**src/rtl/boot_pkg.sv**
```systemverilog
// Shared types and constants for the boot loader: FSM states, default sync marker
// and frame length field width.
package boot_pkg;

  localparam logic [7:0]  SYNC_BYTE_DEF = 8'hA5;
  localparam int unsigned LEN_W         = 16;

  typedef enum logic [2:0] {
    S_SYNC,
    S_LEN0,
    S_LEN1,
    S_DATA,
    S_CHK,
    S_ERR,
    S_DONE
  } boot_state_e;

endpackage

```
**src/rtl/boot_word_packer.sv**
```systemverilog
// Collects accepted payload bytes into a little-endian 32-bit word and flags
// the byte that completes it.
module boot_word_packer (
  input  logic        clk,
  input  logic        rst,
  input  logic        clr_i,
  input  logic        byte_valid_i,
  input  logic [7:0]  byte_i,
  output logic [31:0] word_o,
  output logic        word_done_o
);

  logic [1:0]  byte_cnt_q, byte_cnt_d;
  logic [23:0] shreg_q, shreg_d;

  // Only the three earlier bytes are stored; the completing byte goes straight out.
  assign word_o      = {byte_i, shreg_q};
  assign word_done_o = byte_valid_i && !clr_i && (byte_cnt_q == 2'd3);

  always_comb begin
    byte_cnt_d = byte_cnt_q;
    shreg_d    = shreg_q;
    if (clr_i) begin
      byte_cnt_d = '0;
    end else if (byte_valid_i) begin
      byte_cnt_d = byte_cnt_q + 2'd1;
      shreg_d    = {byte_i, shreg_q[23:8]};
    end
  end

  always_ff @(posedge clk or negedge rst) begin
    if (!rst) begin
      byte_cnt_q <= '0;
      shreg_q    <= '0;
    end else begin
      byte_cnt_q <= byte_cnt_d;
      shreg_q    <= shreg_d;
    end
  end

endmodule

```
**src/rtl/boot_loader.sv**
```systemverilog
// Frames a length-prefixed, XOR-checksummed byte stream into instruction memory
// writes and holds the core in reset until a valid image has been loaded.
module boot_loader
  import boot_pkg::*;
#(
  parameter int unsigned DEPTH_WORDS = 1024,
  parameter int unsigned ADDR_W      = 10,
  parameter logic [7:0]  SYNC_BYTE   = SYNC_BYTE_DEF
) (
  input  logic              clk,
  input  logic              rst,
  input  logic [7:0]        rx_data,
  input  logic              rx_valid,
  output logic              rx_ready,
  output logic              imem_we,
  output logic [ADDR_W-1:0] imem_addr,
  output logic [31:0]       imem_wdata,
  output logic              core_rst_n,
  output logic              boot_done,
  output logic              boot_err
);

  localparam int unsigned CW = ADDR_W + 1;
  localparam logic [LEN_W-1:0] DEPTH_L = LEN_W'(DEPTH_WORDS);

  boot_state_e       state_q, state_d;
  logic [LEN_W-1:0]  len_q, len_d;
  logic [CW-1:0]     word_cnt_q, word_cnt_d, cnt_inc;
  logic [7:0]        chk_q, chk_d;
  logic              rx_ready_q, rx_ready_d;
  logic              we_q, we_d;
  logic [ADDR_W-1:0] addr_q, addr_d;
  logic [31:0]       wdata_q, wdata_d;
  logic              err_q, err_d;
  logic              done_q, done_d;

  logic              accept;
  logic              pk_clr, pk_valid, pk_done;
  logic [31:0]       pk_word;
  logic [LEN_W-1:0]  len_full;

  boot_word_packer u_packer (
    .clk          (clk),
    .rst          (rst),
    .clr_i        (pk_clr),
    .byte_valid_i (pk_valid),
    .byte_i       (rx_data),
    .word_o       (pk_word),
    .word_done_o  (pk_done)
  );

  assign accept   = rx_valid && rx_ready_q;
  assign cnt_inc  = word_cnt_q + CW'(1);
  assign len_full = {rx_data, len_q[7:0]};

  always_comb begin
    state_d    = state_q;
    len_d      = len_q;
    word_cnt_d = word_cnt_q;
    chk_d      = chk_q;
    we_d       = 1'b0;
    addr_d     = addr_q;
    wdata_d    = wdata_q;
    err_d      = err_q;
    pk_clr     = 1'b0;
    pk_valid   = 1'b0;
    case (state_q)
      S_SYNC: begin
        if (accept && rx_data == SYNC_BYTE) begin
          state_d    = S_LEN0;
          err_d      = 1'b0;
          chk_d      = '0;
          word_cnt_d = '0;
          pk_clr     = 1'b1;
        end
      end
      S_LEN0: begin
        if (accept) begin
          len_d[7:0] = rx_data;
          chk_d      = chk_q ^ rx_data;
          state_d    = S_LEN1;
        end
      end
      S_LEN1: begin
        if (accept) begin
          len_d  = len_full;
          chk_d  = chk_q ^ rx_data;
          if (len_full > DEPTH_L)     state_d = S_ERR;
          else if (len_full == '0)    state_d = S_CHK;
          else                        state_d = S_DATA;
        end
      end
      S_DATA: begin
        if (accept) begin
          chk_d    = chk_q ^ rx_data;
          pk_valid = 1'b1;
          if (pk_done) begin
            we_d       = 1'b1;
            addr_d     = word_cnt_q[ADDR_W-1:0];
            wdata_d    = pk_word;
            word_cnt_d = cnt_inc;
            if (LEN_W'(cnt_inc) == len_q) state_d = S_CHK;
          end
        end
      end
      S_CHK: begin
        if (accept) state_d = (rx_data == chk_q) ? S_DONE : S_ERR;
      end
      S_ERR:   state_d = S_SYNC;
      S_DONE:  state_d = S_DONE;
      default: state_d = S_SYNC;
    endcase
    if (state_d == S_ERR) err_d = 1'b1;
    // Ready is registered from the next state so it never depends on rx_valid.
    rx_ready_d = !(state_d == S_ERR || state_d == S_DONE);
    done_d     = (state_d == S_DONE);
  end

  always_ff @(posedge clk or negedge rst) begin
    if (!rst) begin
      state_q    <= S_SYNC;
      len_q      <= '0;
      word_cnt_q <= '0;
      chk_q      <= '0;
      rx_ready_q <= 1'b1;
      we_q       <= 1'b0;
      addr_q     <= '0;
      wdata_q    <= '0;
      err_q      <= 1'b0;
      done_q     <= 1'b0;
    end else begin
      state_q    <= state_d;
      len_q      <= len_d;
      word_cnt_q <= word_cnt_d;
      chk_q      <= chk_d;
      rx_ready_q <= rx_ready_d;
      we_q       <= we_d;
      addr_q     <= addr_d;
      wdata_q    <= wdata_d;
      err_q      <= err_d;
      done_q     <= done_d;
    end
  end

  assign rx_ready   = rx_ready_q;
  assign imem_we    = we_q;
  assign imem_addr  = addr_q;
  assign imem_wdata = wdata_q;
  assign boot_done  = done_q;
  assign core_rst_n = done_q;
  assign boot_err   = err_q;

endmodule

```
**config.mk**
```make
export PLATFORM = sky130hd
export DESIGN_NAME = boot_loader
export DESIGN_NICKNAME = d
export VERILOG_FILES = /design/src/rtl/boot_pkg.sv /design/src/rtl/boot_word_packer.sv /design/src/rtl/boot_loader.sv
export SDC_FILE = /design/constraint.sdc
export NUM_CORES = 1
export LEC_CHECK = 0
export ABC_CLOCK_PERIOD_IN_PS = 2780
export CORE_UTILIZATION = 39
export CTS_CLUSTER_DIAMETER = 200
export DETAILED_ROUTE_END_ITERATION = 8
export PLACE_DENSITY = 0.63
export SLEW_MARGIN = 20
export SYNTH_ARGS = -nofsm -noshare
export SYNTH_HDL_FRONTEND = slang
export SYNTH_HIERARCHICAL = 1
export SYNTH_SLANG_ARGS = --single-unit
```
**constraint.sdc**
```tcl
create_clock -name clk -period 2.78 [get_ports clk]
set_input_delay 0.278 -clock clk [delete_from_list [all_inputs] [get_ports clk]]
set_output_delay 0.278 -clock clk [all_outputs]
set_load 0.05 [all_outputs]
```
Word-level counts from Yosys, hierarchy flattened
Cells that the tools add are included.
- output and inout bits: 47
- bits of input ports: 11
- bits in registers: 110
- equality and inequality tests: 15
- reductions and logical operators: 22
- bitwise gates (word level): 3
- multiplexer cells: 32
- magnitude comparators: 1
- $add $sub $neg: 2
- operator list (kind ; number):
    $mux W11 ; 3
    $pmux W8 S2 ; 2
    $mux W3 ; 9
    $mux W8 ; 3
    $pmux W11 S2 ; 1
    $pmux W3 S6 ; 1
    $eq A11 B16 Y1 ; 1
    $gt A16 B11 Y1 const B ; 1
    $logic_not A16 Y1 ; 1
    $eq A3 B3 Y1 const B ; 4
    $add A11 B1 Y11 const B ; 1
    $mux W1 ; 10
    $reduce_bool A2 Y1 ; 5
    $reduce_and A3 Y1 ; 3
    $eq A8 B8 Y1 ; 1
    $eq A8 B8 Y1 const B ; 1
    $xor A8 B8 Y8 ; 1
    $eq A3 B2 Y1 const B ; 2
    $mux W2 ; 3
    $ne A2 B2 Y1 const B ; 3
    $reduce_and A2 Y1 ; 3
    $logic_and A1 B1 Y1 ; 4
    $reduce_and A4 Y1 ; 1
    $eq A3 B1 Y1 const B ; 1
    other kinds (8) ; 10

Depth between registers and ports, before layout
Gate-level depths: netlist of the first run.
- depth after elaboration: 13
- gate-level depth with buffers: 14

Cells and area by module
Netlist of the first run, hierarchy kept.
- modules (own cells, without submodules) (module ; times used ; area an instance (um^2) ; seq. area each (um^2) ; cells each):
    boot_loader ; 1 ; 3978.8 ; 2103.3 ; 422
    boot_word_packer ; 1 ; 1162.4 ; 650.6 ; 68

Worst setup path after synthesis of the first run
No wires, ideal clock.
- kind: reg2reg
- from: register rx_ready_q (netlist: rx_ready)
- to: register addr_q[0] (netlist: imem_addr[0])
- stages on the path, launching flop included: 14
- path buffers: 5
- period minus slack after synthesis: 2.886 ns
- data arrival time: 2.819 ns
- setup time: 0.066 ns
- data required time: 2.714 ns
- slack: -0.106 ns
- cell sequence: dfstp_2 > and2_1 > clkbuf_1 > nand2_1 > nor3_4 > nor2b_4 > buf_6 > buf_12 > and2_1 > nand3_1 > clkbuf_1 > clkbuf_1 > nand2_1 > nand2_1
- cells in the longest elaborated chain, start to end: 8
- elaborated cells on any way between the ends: 10
- those cells by class: mux (4); reduce/logical (6)
- ends and longest elaborated chain (what ; RTL line ; source):
    from (decl) ; boot_loader.sv:30 ; logic rx_ready_q, rx_ready_d;
    from (signal assigned) ; boot_loader.sv:136 ; rx_ready_q <= rx_ready_d;
    $logic_and A1 B1 Y1 ; boot_loader.sv:52 ; assign accept = rx_valid && rx_ready_q;
    $logic_and A1 B1 Y1 ; boot_loader.sv:69 ; if (accept && rx_data == SYNC_BYTE) begin
    $mux W1 ; boot_loader.sv:69 ;
    $mux W1 ; boot_loader.sv:67 ; case (state_q)
    via pk_clr ; boot_loader.sv:38 ; logic pk_clr, pk_valid, pk_done;
    $logic_not A1 Y1 ; boot_word_packer.sv:18 ; assign word_done_o = byte_valid_i && !clr_i && (byte_cnt_q == 2'd3);
    $logic_and A1 B1 Y1 (2 in series) ; boot_word_packer.sv:18 ;
    via pk_done ; boot_loader.sv:38 ;
    $reduce_and A3 Y1 (no line) ; n/a ;
    to (signal assigned) ; boot_loader.sv:138 ; addr_q <= addr_d;
    to (decl) ; boot_loader.sv:32 ; logic [ADDR_W-1:0] addr_q, addr_d;
The timed path passes the listed nets, and every way through them passes these cells.
A chain may end at the register's enable or synchronous reset.

Worst setup path in the final report of the first run
- from: register word_cnt_q[1]
- to: register state_q[1]
- cells in the longest elaborated chain, start to end: 6
- ends and longest elaborated chain (what ; RTL line ; source):
    from (decl) ; boot_loader.sv:28 ; logic [CW-1:0] word_cnt_q, word_cnt_d, cnt_inc;
    from (signal assigned) ; boot_loader.sv:134 ; word_cnt_q <= word_cnt_d;
    $add A11 B1 Y11 ; boot_loader.sv:53 ; assign cnt_inc = word_cnt_q + CW'(1);
    $eq A11 B16 Y1 ; boot_loader.sv:102 ; if (LEN_W'(cnt_inc) == len_q) state_d = S_CHK;
    $mux W3 ; boot_loader.sv:102 ;
    $mux W3 ; boot_loader.sv:97 ; if (pk_done) begin
    $mux W3 ; boot_loader.sv:94 ; if (accept) begin
    $pmux W3 S6 ; boot_loader.sv:67 ;
    via state_d[1] ; boot_loader.sv:26 ; boot_state_e state_q, state_d;
    to (signal assigned) ; boot_loader.sv:132 ; state_q <= state_d;
    to (decl) ; boot_loader.sv:26 ;
The timed path passes the listed nets, and every way through them passes these cells.

==> results of run 1 <==
-- per-layer routing --
layer	GRT usage, %	part of all wire [%]	wire length (um)
met5	0	0	0
met4	5.49	0.90	100
met3	2.94	3.5	390
met2	28.0	48	5350
met1	25.1	47	5260
-- worst max-delay path, delay by kind of cell (launching register included) --
| family | cells | cell delay, ps |
|---|---|---|
| AOI/OAI and AO/OA | 3 | 550 |
| adders and majority gates | 1 | 330 |
| buffers and inverters | 1 | 150 |
| DFF | 1 | 460 |
| and+or+nand+nor | 3 | 760 |
-- placed cells by master, fill, tap and decap left out, drive strengths merged, types with 2 or more instances in the layout --
| cell | n |
|---|---|
| nand2 | 137 |
| dfrtp | 109 |
| clkdlybuf4s50 | 56 |
| mux2 | 40 |
| o21ai | 30 |
| buf | 26 |
| nor2 | 19 |
| xor2 | 12 |
| a21o | 11 |
| clkbuf | 11 |
| xnor2 | 10 |
| nand3 | 9 |
| nor3b | 8 |
| inv | 7 |
| nor4 | 6 |
| nor3 | 5 |
| nand2b | 4 |
| a31oi | 4 |
| o31ai | 3 |
| nand4 | 3 |
| nor2b | 3 |
| and3b | 2 |
| nand3b | 2 |
| and3 | 2 |
| and2 | 2 |
| or4 | 2 |
| a21oi | 2 |
| ha | 2 |
-- logic make-up after synthesis --
group	Yosys count
compound gates	64
xor+xnor	22
fa+ha+maj	3
buf+inv	39
flops	110
mux	41
simple gates	211
-- where the power goes --
part | total, mW | switching [mW] | internal [mW]
clock network | 1.27 | 0.613 | 0.654
registers | 2.15 | 0.260 | 1.89
logic | 0.976 | 0.449 | 0.527
-- final cells by class --
type,count,area (um^2)
Tap cell,172,215
Fill cell,1214,6510
Inverter,4,15.0
Sequential cell,110,2750
Clock inverter,5,52.6
Timing Repair Buffer,82,768
Multi-Input combinational cell,341,2170
Clock buffer,11,243
-- worst paths after layout --
| path | startpoint | endpoint | slack [ps] | depth (start not counted) |
|---|---|---|---|---|
| setup / recovery | word_cnt_q[1]$_DFFE_PN0P_ | state_q[1]$_DFF_PN0_ | 400 | 8 |
| hold / removal | rst | boot_done$_DFF_PN0_ | -8 | 1 |
| setup reg to reg | word_cnt_q[1]$_DFFE_PN0P_ | state_q[1]$_DFF_PN0_ | 400 | 8 |
| hold reg to reg | imem_wdata[3]$_DFFE_PN0P_ | imem_wdata[3]$_DFFE_PN0P_ | 470 | 2 |
| max in group asynchronous | rst | imem_wdata[27]$_DFFE_PN0P_ | 2030 | 2 |
| min in group clk | imem_wdata[3]$_DFFE_PN0P_ | imem_wdata[3]$_DFFE_PN0P_ | 470 | 2 |
-- state kept, by name, indices dropped and copies added, names as in the netlist --
register,cells
boot_done,1
u_packer/shreg_q,24
imem_wdata,32
len_q,16
chk_q,8
u_packer/byte_cnt_q,2
imem_we,1
boot_err,1
rx_ready,1
imem_addr,10
state_q,3
word_cnt_q,11
-- through the flow --
stage | setup TNS [ps] | hold WS, ps | cell area [um^2] | cells | setup slack, ps
finish | 0 | -8.35 | 6210 | 725 | 405
floorplan | -6.98 | -17.6 | 5150 | 490 | -6.98
global placement | 0 | 402 | 5920 | 709 | 325
global route | 0 | 76.4 | 6210 | 725 | 152
CTS | 0 | 37.3 | 6210 | 725 | 436
detailed placement | 0 | 411 | 5920 | 709 | 267
==> key figures, run 1 <==
Clock network
  – Clk root buf: clkbuf_16
  – CTS tree: yes
  – Num CTS Buffers: 9
  – Post-CTS Hold Fix Bufs: 0
  – CTS resizes: 0
  – Clk slew on worst S/H paths: 70 ps
  – CTS Sinks: 110
  – Post-CTS Setup Bufs: 0
  – Number of H-tree levels: 3
  – Worst-Skew Late Latency: 350 ps
  – Clock Tree Buf Depth: 2

GRT
  – First-pass GRT wire length: 18500 um
  – Vias in the first global route: 3588
  – Initial antenna violation count: 0
  – Largest net degree at the start of global routing: 61
  – GRT Util Overall: 17.7%
  – Gr ovfl total: 0

Critical path
  – CP Data Arrival Time: 2600 ps
  – Crit end category: register
  – Setup CP Type: register to register
  – Crit path max fanout: 7
  – Crit path largest cell delay: 460 ps
  – CP max stage cell: dfrtp_1
  – Nature of the critical path startpoint: register
  – Critical-path cell list: ha_1 > nand3_1 > nor2_1 > a21boi_0 > a211o_1 > nor3_1 > buf_4 > o211ai_1
  – WP data required: 3000 ps

STA
  – Worst-Margin Slew: 778 ps
  – Maximum clock frequency: 0.421 GHz
  – # setup viols final: 0
  – Clk_skew: 8.77 ps
  – Slew Viols, Final: 0
  – Final Hold Vio Count: 2
  – Worst slew margin: 48.1%
  – Tcrit/Tclk final: 85.4%
  – Worst hold slack: -8.35 ps
  – Unrepaired setup endpoints after global routing: no
  – Period minus WS final: 2380 ps

Yosys
  – Most used DFF post-synth: dfrtp_1
  – Post-synthesis cell area: 5140 um^2
  – Synth area leaders: dfrtp_1, nand2_1, mux2_4
  – Largest family of logic cells by synthesized area: simple AND/OR/NAND/NOR gates
  – Most instantiated cells after synthesis: nand2_1, dfrtp_1, o21ai_0, mux2_2
  – Area share of the largest cell type after synthesis: 53.1%
  – Simple-gate share of the synthesized area: 18.9%
  – Synth Instances: 490
  – Most numerous cell in the Yosys netlist: nand2_1
  – Synth Area per Inst: 10.5 um^2
  – Compound-Gate Fraction of Synth Area: 8.32%
  – Synth Area in XOR/XNOR: 3.75%
  – Seq cells post-synth: 110
  – Syn nets: 503
  – Ys async rst share: 100%
  – Number of synthesized flops with an enable pin: 0
  – Dominant cell type by area after synthesis: dfrtp_1
  – Synth Area in Adders: 0.681%
  – Mux contribution to synthesized area: 10.3%
  – Share of the yosys chip area belonging to registers: 53.6%
  – Unique cell type count in the Yosys netlist: 58
  – Synth Warn #: 6

Die
  – Die Area: 13600 um^2
  – Starting density of the core: 40.4%
  – Io pins: 58
  – # rows: 41
  – Die width: 117 um
  – Core Region: 12700 um^2
  – Die height: 117 um

Placement
  – PortBufs: 57
  – DP HPWL: 7580 um
  – Gpl congestion: 0.821

Layout
  – # nets final: 561
  – Layout cells sized above 1: 16.5%
  – Area grow syn2layout: 20.9%
  – Antenna Cells: 0
  – Util after Layout: 48.8%

Power and ir drop
  – Static leakage: 2.96 nW
  – Pwr Density: 708 nW/um^2
  – VDD IR-drop max: 0.360 mV
  – Tot Pwr: 4.40 mW

Flow run
  – Max Cap Viol: 0

Routing
  – First drt pass iteration count: 4
  – Via/cell ratio: 4.98
  – DRT iter0 DRCs: 188
  – Final wirelength: 11100 um
  – DRC: 0
  – Via count: 3609
  – Antenna violation net count after detailed routing: 0
  – Per-cell routed wire length: 15.3 um

Min path
  – Hold crit path type: primary input to asynchronous set/reset pin

Run status
  – Violated checks: hold timing
  – Status: complete, but fails checks
Power figures use the tool's default switching activity.
==> inputs of run 2 (changes only) <==
--- a/config.mk
+++ b/config.mk
@@ -10,7 +10,6 @@
 export CTS_CLUSTER_DIAMETER = 200
 export DETAILED_ROUTE_END_ITERATION = 8
 export PLACE_DENSITY = 0.63
-export SLEW_MARGIN = 20
 export SYNTH_ARGS = -nofsm -noshare
 export SYNTH_HDL_FRONTEND = slang
 export SYNTH_HIERARCHICAL = 1
==> results of run 2 <==
Final layout, timing and power as in run 1 (identical DEF).
==> inputs of run 3 (changes only) <==
--- a/config.mk
+++ b/config.mk
@@ -5,11 +5,11 @@
 export SDC_FILE = /design/constraint.sdc
 export NUM_CORES = 1
 export LEC_CHECK = 0
-export ABC_CLOCK_PERIOD_IN_PS = 2780
+export ABC_CLOCK_PERIOD_IN_PS = 2300
 export CORE_UTILIZATION = 39
 export CTS_CLUSTER_DIAMETER = 200
 export DETAILED_ROUTE_END_ITERATION = 8
-export PLACE_DENSITY = 0.63
+export PLACE_DENSITY = 0.61
 export SYNTH_ARGS = -nofsm -noshare
 export SYNTH_HDL_FRONTEND = slang
 export SYNTH_HIERARCHICAL = 1
==> constraint.sdc (replaced) <==
create_clock -name clk -period 2.3 [get_ports clk]
set_input_delay 0.23 -clock clk [delete_from_list [all_inputs] [get_ports clk]]
set_output_delay 0.23 -clock clk [all_outputs]
set_load 0.05 [all_outputs]
==> run 3 against run 2 <==
Net effect:
- the flow now finishes without violations
- sequential power is 21% higher
- core utilization rose by 1.6 points
- combinational power grew 26%
- design area rose by 3.4%
- setup slack worse by 260 ps
- total power up 23%
- global-route usage grew 0.81 points
- via count rose by 2.1%
- cell count is 2.2% higher
- clock-buffer cell count is 1 lower
- first-iteration DRC count is 3.2% higher
- critical path type unchanged
- highest routed layer unchanged
==> key figures, run 3 (synthesis gave the netlist of run 1 again) <==
Critical path
  – Buffers plus inverters on the worst setup path: 1 (unchanged)
  – Crit path max fanout: 10 (+3)
  – Crit end category: register
  – CP Data Arrival Time: 2410 ps (-190 ps)
  – Critical R2R Capture: word_cnt_q[4]$_DFFE_PN0P_
  – Worst flop-to-flop path startpoint: state_q[1]$_DFF_PN0_
  – WP data required: 2560 ps (-440 ps)
  – CP max stage cell: dfrtp_2
  – Critical path origin: state_q[1]$_DFF_PN0_
  – Setup slack, reg-to-reg: 150 ps (-260 ps)
  – Setup CP Type: register to register
  – Critical path capture point: word_cnt_q[4]$_DFFE_PN0P_
  – Crit path largest cell delay: 480 ps (+20 ps)
  – Path depth of the worst reg2reg path: 10 (+2)
  – Critical-path cell list: nor4bb_2 > nand3_1 > nor3_4 > nor2b_4 > and2_4 > nand3_4 > inv_4 > nor2_4 > o21ai_0 > o31ai_1
  – Crit path depth: 10 (+2)
  – Worst path top cell family by delay: simple AND/OR/NAND/NOR gates
  – Nature of the critical path startpoint: register

Clock network
  – Num CTS Buffers: 9 (unchanged)
  – CTS tree: yes
  – Clock Tree Buf Depth: 2 (unchanged)
  – Clk root buf: clkbuf_16
  – Worst-Skew Late Latency: 350 ps (about the same)
  – CTS Sinks: 110 (unchanged)
  – Post-CTS Setup Bufs: 0 (unchanged)
  – Number of H-tree levels: 3 (unchanged)
  – Clk slew on worst S/H paths: 70 ps (about the same)

Die
  – Core Region: 12700 um^2 (unchanged)
  – Die Area: 13600 um^2 (unchanged)
  – Die width: 117 um (unchanged)
  – Starting density of the core: 40.4% (unchanged)
  – Io pins: 58 (unchanged)
  – # rows: 41 (unchanged)
  – Die height: 117 um (unchanged)

STA
  – Tcrit/Tclk final: 93.6% (+8.1 points)
  – Clk_skew: 5.50 ps (-3.26 ps)
  – # setup viols final: 0 (unchanged)
  – Unrepaired setup endpoints after global routing: yes
  – Final Hold Vio Count: 0 (-2)
  – Slew Viols, Final: 0 (unchanged)
  – Final WS setup: 148 ps (-257 ps)
  – Maximum clock frequency: 0.465 GHz (+10%)
  – Worst-Margin Slew: 568 ps (-210 ps)
  – Period minus WS final: 2150 ps (-223 ps)
  – Worst slew margin: 62.0% (+14 points)

Power and ir drop
  – Static leakage: 3.07 nW (+3.8%)
  – Sw Share: 30.4% (+0.31 points)
  – Pint: 3.75 mW (+22%)
  – Tot Pwr: 5.39 mW (+23%)
  – Clk pwr share: 28.8% (about the same)
  – Psw: 1.64 mW (+24%)
  – Flop pwr share: 48.3% (-0.7 points)
  – Comb pwr share: 22.9% (+0.7 points)
  – Pwr Density: 840 nW/um^2 (+19%)
  – VDD IR-drop max: 0.647 mV (+80%)

GRT
  – GRT Util Overall: 18.5% (+0.81 points)
  – Vias in the first global route: 3710 (+3.4%)
  – Gr ovfl total: 0 (unchanged)
  – Largest net degree at the start of global routing: 51 (-16%)
  – First-pass GRT wire length: 19000 um (+2.9%)
  – Initial antenna violation count: 0 (unchanged)

Routing
  – First drt pass iteration count: 4 (unchanged)
  – Final wirelength: 11100 um (about the same)
  – Via count: 3684 (+2.1%)
  – Via/cell ratio: 4.97 (-0.13%)
  – DRT iter0 DRCs: 194 (+3.2%)
  – DRC: 0 (unchanged)
  – Per-cell routed wire length: 15.0 um (-2.1%)
  – Antenna violation net count after detailed routing: 0 (unchanged)

Layout
  – Area grow syn2layout: 24.9%
  – Most common cell after layout, fill and taps aside: nand2_1
  – Number of flip-flops in the largest register: 32 (unchanged)
  – Commonest non-fill, non-tap cells in the layout: nand2_1, dfrtp_1, clkdlybuf4s50_1
  – Antenna Cells: 0 (unchanged)
  – # nets final: 577 (+2.9%)
  – Layout cells sized above 1: 20.6% (+4.1 points)
  – Fin area: 6420 um^2 (+3.4%)
  – Fin cells: 741 (+2.2%)

Flow run
  – Max Cap Viol: 0 (unchanged)

Placement
  – DP Worst Slack: -115 ps (-382 ps)
  – PortBufs: 57 (unchanged)
  – DP HPWL: 8020 um (+5.7%)
  – Gpl congestion: 0.870 (+5.9%)
  – Placed instance count: 724 (+2.1%)
  – DP Area: 6090 um^2 (+3.0%)

Run status
  – Status: finished clean

Min path
  – Hold crit path type: primary input to asynchronous set/reset pin
-- run 3: cell types whose count changed in the layout (fill, tap and decap cells not counted), moves of 2 or more --
cell     before  now
buf_4        25   38
nor2_1       19   17
and2_1        2    0
buf_12        1    3
inv_8         1    3
o21ai_0      30   25
and2_4        0    2
o21ai_1       0    5
-- run 3: per-stage QoR --
stage / utilization [%] / TNS [ps] / hold slack (ps)
2_1_floorplan: - / -11410 / -65.6
3_3_place_gp: 47.9 / -3450 / 246
3_5_place_dp: 47.9 / -3540 / 263
4_1_cts: 50.3 / 0 / 415
5_1_grt: 50.5 / -45.4 / 445
6_report: 50.5 / 0 / 392
-- run 3: repair_timing --
item	CTS	global route
hold buffers	1	0
endpoints found under the hold margin	39	0
gates resized for setup	0	4
setup endpoints to repair	0	37
-- run 3: cell type report --
| class | instances | area, um^2 |
|---|---|---|
| flip-flops and latches | 110 | 2760 |
| fillers | 1232 | 6300 |
| well taps | 172 | 215 |
| multi-input cells | 341 | 2220 |
| inverters | 4 | 17.5 |
| repair buffers | 98 | 916 |
| clock buffers | 10 | 239 |
| clock inverters | 6 | 60.1 |
-- run 3: worst min-delay path by stage --
stage | startpoint | to | slack [ps] | cells after the start
2_1_floorplan | rst | boot_done$_DFF_PN0_ | -70 | 0
3_3_place_gp | rst | boot_done$_DFF_PN0_ | 250 | 1
3_5_place_dp | rst | boot_done$_DFF_PN0_ | 260 | 1
4_1_cts | rst | boot_done$_DFF_PN0_ | 420 | 2
5_1_grt | rst | boot_done$_DFF_PN0_ | 440 | 2
6_report | rst | boot_done$_DFF_PN0_ | 390 | 2
-- run 3: power by group through the flow --
stage | registers [mW] | clock network, mW | logic [mW]
final | 2.60 | 1.55 | 1.23
after global routing | 2.66 | 1.69 | 1.37
after CTS | 2.60 | 1.62 | 1.24
after detailed placement | 2.64 | 0 | 1.23
after global placement | 2.63 | 0 | 1.20
after floorplan | 2.59 | 0 | 0.904
-- run 3: routing by layer --
layer	routed length, um	up-vias	track usage (%)
li1	-	1800	-
met3	387	10	4.89
met5	0	-	0
met2	5210	77	28.8
met1	5390	1797	25.5
met4	120	0	5.57
